**src/rtl/uart_driver_pkg.sv**
```systemverilog
// uart_driver_pkg: shared sizing helper for the UART engine.
package uart_driver_pkg;

    function automatic int cnt_width(input int n);
        return (n < 2) ? 1 : $clog2(n);
    endfunction

endpackage

```
**src/rtl/uart_bit_timer.sv**
```systemverilog
// uart_bit_timer: reloadable down-counter; done is high while the count sits at zero.
module uart_bit_timer #(
    parameter int W = 7
) (
    input  logic         sys_clk,
    input  logic         rst,
    input  logic         load,
    input  logic [W-1:0] value,
    output logic         done
);

    logic [W-1:0] cnt;

    always_ff @(posedge sys_clk) begin
        if (rst) cnt <= '0;
        else if (load) cnt <= value;
        else if (cnt != '0) cnt <= cnt - 1'b1;
    end

    assign done = (cnt == '0);

endmodule

```
**src/rtl/uart_driver.sv**
```systemverilog
// uart_driver: full-duplex UART, independent RX deserializer and TX serializer.
module uart_driver
    import uart_driver_pkg::*;
#(
    parameter int BIT_DURATION  = 104,
    parameter int NUM_DATA_BITS = 8
) (
    input  logic                     sys_clk,
    input  logic                     rst,
    input  logic                     rx_in,
    input  logic                     cmd_tx_start,
    input  logic [NUM_DATA_BITS-1:0] tx_data,
    output logic                     tx_out,
    output logic                     rx_new_data,
    output logic                     rx_ready,
    output logic                     tx_ready,
    output logic [NUM_DATA_BITS-1:0] rx_data
);

    localparam int N  = NUM_DATA_BITS;
    localparam int BW = cnt_width(BIT_DURATION);
    localparam int IW = cnt_width(NUM_DATA_BITS + 1);
    localparam logic [BW-1:0] FULL  = BW'(BIT_DURATION - 1);
    localparam logic [BW-1:0] HALF  = BW'(BIT_DURATION / 2 - 1);
    localparam logic [IW-1:0] LAST  = IW'(N - 1);
    localparam logic [IW-1:0] NBITS = IW'(N);
    localparam logic [1:0] IDLE = 2'd0, START = 2'd1, DATA = 2'd2, STOP = 2'd3;

    logic rx_meta, rx_sync, rx_prev, rx_fall;
    logic [1:0] rx_state, tx_state;
    logic [IW-1:0] rx_idx, tx_idx;
    logic [N-1:0] rx_shift, tx_shift;
    logic rx_done, rx_load, tx_done, tx_load;
    logic [BW-1:0] rx_value;

    always_ff @(posedge sys_clk) begin
        if (rst) {rx_meta, rx_sync, rx_prev} <= '1;
        else {rx_meta, rx_sync, rx_prev} <= {rx_in, rx_meta, rx_sync};
    end

    assign rx_fall  = rx_prev & ~rx_sync;
    assign rx_ready = (rx_state == IDLE);
    assign tx_ready = (tx_state == IDLE);
    assign rx_load  = rx_ready ? rx_fall : rx_done;
    assign rx_value = rx_ready ? HALF : FULL;
    assign tx_load  = tx_ready ? cmd_tx_start : tx_done;

    uart_bit_timer #(.W(BW)) rx_timer (.sys_clk, .rst, .load(rx_load), .value(rx_value), .done(rx_done));
    uart_bit_timer #(.W(BW)) tx_timer (.sys_clk, .rst, .load(tx_load), .value(FULL), .done(tx_done));

    // Falling-edge hunting means a framing error with the line stuck low waits for it to go high first.
    always_ff @(posedge sys_clk) begin
        if (rst) begin
            rx_state    <= IDLE;
            rx_idx      <= '0;
            rx_shift    <= '0;
            rx_data     <= '0;
            rx_new_data <= 1'b0;
        end else begin
            rx_new_data <= 1'b0;
            case (rx_state)
                IDLE:  if (rx_fall) rx_state <= START;
                START: if (rx_done) begin
                    rx_state <= rx_sync ? IDLE : DATA;
                    rx_idx   <= '0;
                end
                DATA:  if (rx_done) begin
                    rx_shift <= (rx_shift >> 1) | (N'(rx_sync) << (N - 1));
                    rx_idx   <= rx_idx + 1'b1;
                    if (rx_idx == LAST) rx_state <= STOP;
                end
                default: if (rx_done) begin
                    rx_state <= IDLE;
                    if (rx_sync) begin
                        rx_data     <= rx_shift;
                        rx_new_data <= 1'b1;
                    end
                end
            endcase
        end
    end

    always_ff @(posedge sys_clk) begin
        if (rst) begin
            tx_state <= IDLE;
            tx_out   <= 1'b1;
            tx_idx   <= '0;
            tx_shift <= '0;
        end else begin
            case (tx_state)
                IDLE:  if (cmd_tx_start) begin
                    tx_state <= START;
                    tx_out   <= 1'b0;
                    tx_shift <= tx_data;
                end
                START: if (tx_done) begin
                    tx_state <= DATA;
                    tx_out   <= tx_shift[0];
                    tx_shift <= tx_shift >> 1;
                    tx_idx   <= IW'(1);
                end
                DATA:  if (tx_done) begin
                    if (tx_idx == NBITS) begin
                        tx_state <= STOP;
                        tx_out   <= 1'b1;
                    end else begin
                        tx_out   <= tx_shift[0];
                        tx_shift <= tx_shift >> 1;
                        tx_idx   <= tx_idx + 1'b1;
                    end
                end
                default: if (tx_done) tx_state <= IDLE;
            endcase
        end
    end

endmodule

```
**config.mk**
```make
export PLATFORM = sky130hd
export DESIGN_NAME = uart_driver
export DESIGN_NICKNAME = d
export VERILOG_FILES = /design/src/rtl/uart_driver_pkg.sv /design/src/rtl/uart_bit_timer.sv /design/src/rtl/uart_driver.sv
export SDC_FILE = /design/constraint.sdc
export NUM_CORES = 1
export LEC_CHECK = 0
export BUFFER_PORTS_ARGS = -buffer_cell sky130_fd_sc_hd__buf_2
export CAP_MARGIN = 25
export CORE_MARGIN = 3
export CORE_UTILIZATION = 59
export CTS_CLUSTER_DIAMETER = 100
export DETAILED_ROUTE_END_ITERATION = 8
export GPL_TIMING_DRIVEN = 0
export HOLD_SLACK_MARGIN = 0.12
export PLACE_DENSITY = 0.79
export SETUP_SLACK_MARGIN = 0.3
export SYNTH_ARGS = -nofsm -noshare
export SYNTH_HDL_FRONTEND = slang
export SYNTH_SLANG_ARGS = --single-unit
```
**constraint.sdc**
```tcl
create_clock -name sys_clk -period 2.35 [get_ports sys_clk]
set_input_delay 0.235 -clock sys_clk [delete_from_list [all_inputs] [get_ports sys_clk]]
set_output_delay 0.235 -clock sys_clk [all_outputs]
set_load 0.1 [all_outputs]
```
Word-level counts from Yosys, hierarchy flattened

Cells that the tools add are included.

Add/sub/neg operators: 4
Eq/ne operators: 15
Muxes and demuxes: 38
Bitwise logic cells: 5
Reductions and logical operators: 24

Operator list:

| cell                                                               | count |
|---|---|
| 7-bit two-way mux                                                  | 5 |
| 8-bit two-way mux                                                  | 4 |
| 8-bit one-hot mux with 3 select lines                              | 1 |
| 2-bit two-way mux                                                  | 11 |
| 4-bit two-way mux                                                  | 5 |
| 2-bit inequality test, second input constant                       | 8 |
| 4-bit one-hot mux with 2 select lines                              | 2 |
| 5-bit AND reduction                                                | 3 |
| 7-bit zero test                                                    | 2 |
| 7-bit nonzero test                                                 | 2 |
| 7-bit by 1-bit subtractor with 7-bit output, second input constant | 2 |
| 2-bit one-hot mux with 3 select lines                              | 2 |
| 2-bit nonzero test                                                 | 6 |
| 4-bit by 1-bit adder with 4-bit output, second input constant      | 2 |
| 7-bit by 8-bit bitwise OR with 8-bit output                        | 1 |
| 4-bit AND reduction                                                | 2 |
| 1-bit two-way mux                                                  | 7 |
| 3-bit AND reduction                                                | 2 |
| 5-bit OR reduction                                                 | 1 |
| 2-bit by 1-bit == test with 1-bit output, second input constant    | 2 |
| 2-bit == test, second input constant                               | 2 |
| 4-bit by 3-bit == test with 1-bit output, second input constant    | 1 |
| 4-bit == test, second input constant                               | 1 |
| 2-bit zero test                                                    | 2 |
| 8 further kinds                                                    | 10 |

Bits in registers: 55
Bits of input ports: 12
Output and inout bits: 12

Logic depth before layout (Yosys ltp)

Depth after elaboration: 4
Gate-level depth with buffers: 7
Gate-level depth less buffers: 6

Modules after synthesis

A second synthesis with hierarchy kept.

Cell total of the unflattened synthesis: 316
Area total of the unflattened synthesis: 2776.4 sq um

Modules (own cells, without submodules):

| module         | times used | cells each | area each (sq um) |
|---|---|---|---|
| uart_driver    | 1          | 222        | 1978.1 |
| uart_bit_timer | 2          | 47         | 399.1 |

Least setup slack after synthesis

OpenSTA, ideal clock, no wires.

Kind: reg2reg
Start: register rx_state[1]
End: register rx_timer.cnt[3]
Arrival: 2.371 ns
Path slack: -0.101 ns
Stages on the path, launching flop included: 6
Path buffers: 1
Period minus slack after synthesis: 2.451 ns
Path through: dfxtp_1 > clkbuf_1 > nor2_1 > inv_1 > a21oi_1 > nor3b_1

Word-level cells in the longest chain between the ends: 3
Elaborated cells on any way between the ends: 4
Classes of those cells: mux (2); reduce/logical (2)

RTL lines:

| element                                                        | line                 | source |
|---|---|---|
| start: declaration                                             | uart_driver.sv:30    | `logic [1:0] rx_state, tx_state;` |
| start signal: assignment                                       | uart_driver.sv:64    | `rx_state <= rx_sync ? IDLE : DATA;` |
| 2-bit zero test *                                              | uart_driver.sv:42    | `assign rx_ready = (rx_state == IDLE);` |
| net rx_ready                                                   | uart_driver.sv:15    | `output logic rx_ready,` |
| 1-bit two-way mux *                                            | uart_driver.sv:44    | `assign rx_load = rx_ready ? rx_fall : rx_done;` |
| 7-bit two-way mux / 2-bit nonzero test (equally long branches) | n/a                  |  |
| end signal: assignment                                         | uart_bit_timer.sv:16 | `else if (load) cnt <= value;` |
| end signal: assignment                                         | uart_bit_timer.sv:17 | `else if (cnt != '0) cnt <= cnt - 1'b1;` |
| end: declaration                                               | uart_bit_timer.sv:12 | `logic [W-1:0] cnt;` |

The timed path passes the listed nets; every way through them passes the cells marked *.
A chain may end at the register's enable or synchronous reset.

Worst setup path in the final report

Start: register rx_timer.cnt[0]
End: register rx_shift[5]

Word-level cells in the longest chain between the ends: 2

RTL lines:

| element                              | line                 | source |
|---|---|---|
| 7-bit zero test                      | uart_bit_timer.sv:20 | `assign done = (cnt == '0);` |
| 2-bit AND reduction (no source line) | n/a                  |  |
| end signal: assignment               | uart_driver.sv:68    | `rx_shift <= (rx_shift >> 1) \| (N'(rx_sync) << (N - 1));` |
| end: declaration                     | uart_driver.sv:32    | `logic [N-1:0] rx_shift, tx_shift;` |

No other way between the ends.

==> impl_results.md <==
- Count of cell types in the netlist: 57
- Setup repair after global routing missed its margin: false
- FMAX: 0.528 GHz
- GRT Resource Usage Total: 21.6%
- Clock latency on the worst-skew pair: 300 ps
- Launching element type of the critical path: register
- Post-synthesis instance area: 2750 µm²
- Initial Utilization: 62.2%
- Total non-filler cell area in the finished layout: 3030 µm²
- Run status: completed
- Cells after DPL: 377
- Worst slew margin relative to its limit: 57.6%
- Number of diodes: 0
- Number of cell rows: 24
- Static Leak: 1.28 nW
- Register bit total from synthesis: 55
- Average wire length per cell after detail routing: 14.4 µm
- Number of buffers inserted by port buffering: 22
- Clock tree from TritonCTS: built
- Total cell area at the placement stage: 2930 µm²
- Worst path max stage delay: 470 ps
- Primary FF master, synth: sky130_fd_sc_hd__dfxtp_1
- Clock root cell: sky130_fd_sc_hd__clkbuf_8
- Maximum clock path buffer count: 2
- Die area: 5510 µm²
- Number of antenna violations at the first check in global routing: 0
- Synthesized netlist net count: 326
- Vias: 2261
- Post-DP HPWL: 3.92 mm
- Transition time at the pin with the least slew margin: 634 ps
- Post-Syn Instances: 303
- Data arrival, critical path: 2070 ps
- Number of flops mapped to enable cells by yosys: 0
- Setup TNS: 0 ps
- Area share of fa/ha/maj cells after synthesis: 5.01%
- Area growth, synth to finish: 10.3%
- Average instance area after synthesis: 9.06 µm²
- Chip Height: 74.2 µm
- Fraction of final layout cells sized beyond drive strength 1: 17.7%
- Setup violation total in the final timing report: 0
- Critical-path maximum fanout: 9
- Min cycle time layout: 1890 ps
- Width of the die: 74.2 µm
- Number of buffers created by CTS: 5
- Number of H-tree branching levels: 2
- Final hold vios: 0
- Remaining global-route overflow: 0
- CP top delay family: simple AND/OR/NAND/NOR gates
- Class of the most critical hold timing path: input port to register
- Layout Skew: 5.49 ps
- CP Data Required Time: 2530 ps
- Clock slew seen by the registers of the worst setup and hold paths: 90 ps
- Mux share of post-synthesis cell area: 9.85%
- Post-Synth Simple-Gate Area: 21.6%
- Sequential element share of the synthesized area: 40.1%
- Via count normalized by instance count: 5.87
- Detailed Routing Iterations Pass 1: 4
- Final ANT Viol Nets: 0
- Area of the placeable core: 4410 µm²
- Iteration-0 DRC count of the detailed router: 143
- Worst setup EP type: register
- Power density relative to cell area: 1180 nW/µm²
- Number of pins exceeding their max-slew limit in the final report: 0
- DRC violations left: 0
- Dominant combinational cell family by area after synthesis: simple AND/OR/NAND/NOR gates
- Clock net sink count: 55
- Non-Filler Instances: 385
- CP Class: register to register
- Synthesis warning total: 0
- Maximum capacitance violations: 0
- Worst path buffer plus inverter count: 1
- Asr flop ratio synth: 0%
- Final Cycle Share: 80.5%
- Weighted congestion reported at the end of routability-driven placement: 0.829
- Total I/O pin count: 24
- Slowest stage cell on the critical path: sky130_fd_sc_hd__nor4b_4
- Share of the synthesized netlist area taken by xor and xnor gates: 1.28%
- Total Routed Length: 5.54 mm
- Critical Path, Cell by Cell: inv_1 > ha_1 > nor4b_4 > nand4_2 > mux2i_1 > nor2_1
- VDD IR max: 726 µV
- Total number of nets in the final design: 356
- Maximum number of pins on one net before global-route repair: 17
- Vias in the first global route: 2135
- Wire length of the first global-routing pass: 9.37 mm
- Post-CTS Setup Repair Bufs: 0
- Complex-gate fraction of the synthesized area: 17.4%
## cells in the final DEF, fill, tap and decap left out, drive strengths merged, types with 4 or more instances in the layout
cell and instances:
buf 27, mux2i 18, o21a 4, nor2 27, nand2b 4, nor3 9
a31oi 7, clkbuf 14, a21oi 21, or3 8, nand2 16, a211oi 16
and2 4, inv 20, nand3 4, nand4 5, mux2 8, ha 11
dfxtp 55, o21ai 11
## where the power goes
part | total, mW | internal [mW] | leakage, nW | switching (mW)
clock network | 0.493 | 0.205 | 0.0440 | 0.289
logic | 1.81 | 0.716 | 0.789 | 1.09
registers | 1.28 | 1.12 | 0.450 | 0.165
total | 3.58 | 2.04 | 1.28 | 1.55
## repair_timing
action | 4_1_cts | 5_1_grt
endpoints found under the setup margin | 6 | 8
hold endpoints to repair | 1 | 0
hold buffers | 1 | 0
resized for setup | 1 | 2
## layout make-up
class | count | area [µm²]
well taps | 52 | 65.1
repair buffers | 23 | 120
multi-input cells | 214 | 1530
clock buffers | 5 | 68.8
flip-flops and latches | 55 | 1100
clock inverters | 2 | 13.8
fillers | 380 | 1390
inverters | 20 | 75.1
plain buffers | 14 | 57.6
## worst reg2reg max path: cells and delay by family, from the launching register on
family	cells	cell delay, ps
adder cells (fa/ha/maj)	1	160
buffers and inverters	1	100
flip-flops	1	320
multiplexers	1	270
AND/OR/NAND/NOR	3	920
## per-layer routing
metal,wire length (µm),GRT usage (%)
met4,43,5.53
met3,241,5.14
met5,0,0
met1,2690,27.8
met2,2570,36.6
## cells by family after synthesis
kind of cell,after synthesis
fa+ha+maj,11
xor+xnor,4
buf+inv,34
flops,55
simple gates,100
mux,26
compound gates,73
## cells in the mapped netlist (all sizes together), types with 7 or more instances
cell type  count  area share [%]
nand2         16             2.4
ha            11             5.0
nor2          27             3.8
inv           20             2.7
clkbuf         9             1.2
dfxtp         55              40
a21oi         21             3.8
a211oi        16             4.4
nor3           9             2.1
mux2i         18             6.6
mux2           8             3.3
o21ai         11             2.1
or3            8             1.8
a31oi          7             1.6
## path summary, 6_finish.rpt
path | cells past startpoint | to | slack, ps | from
setup / recovery | 6 | rx_shift[5] | 460 | rx_timer.cnt[0]
hold / removal | 3 | tx_shift[7] | 220 | tx_data[7]
setup reg to reg | 6 | rx_shift[5] | 460 | rx_timer.cnt[0]
hold reg to reg | 1 | rx_sync | 430 | rx_meta
## state kept, by name, summed over array words and instances, names as in the netlist
signal        flops
rx_sync           1
rx_prev           1
rx_meta           1
rx_timer.cnt      7
rx_idx            4
tx_shift          8
tx_state          2
tx_out            1
tx_idx            4
rx_new_data       1
rx_shift          8
tx_timer.cnt      7
rx_state          2
rx_data           8
## through the flow
stage	power (mW)	worst slack, ps	hold WS (ps)	util, %
detailed placement	3.07	293	398	66.3
global route	3.87	312	233	68.6
CTS	3.58	411	205	68.4
finish	3.58	457	216	68.6
floorplan	2.73	432	339	-
global placement	3.02	353	391	66.3
Note: power is estimated with default switching activity, not from simulation.
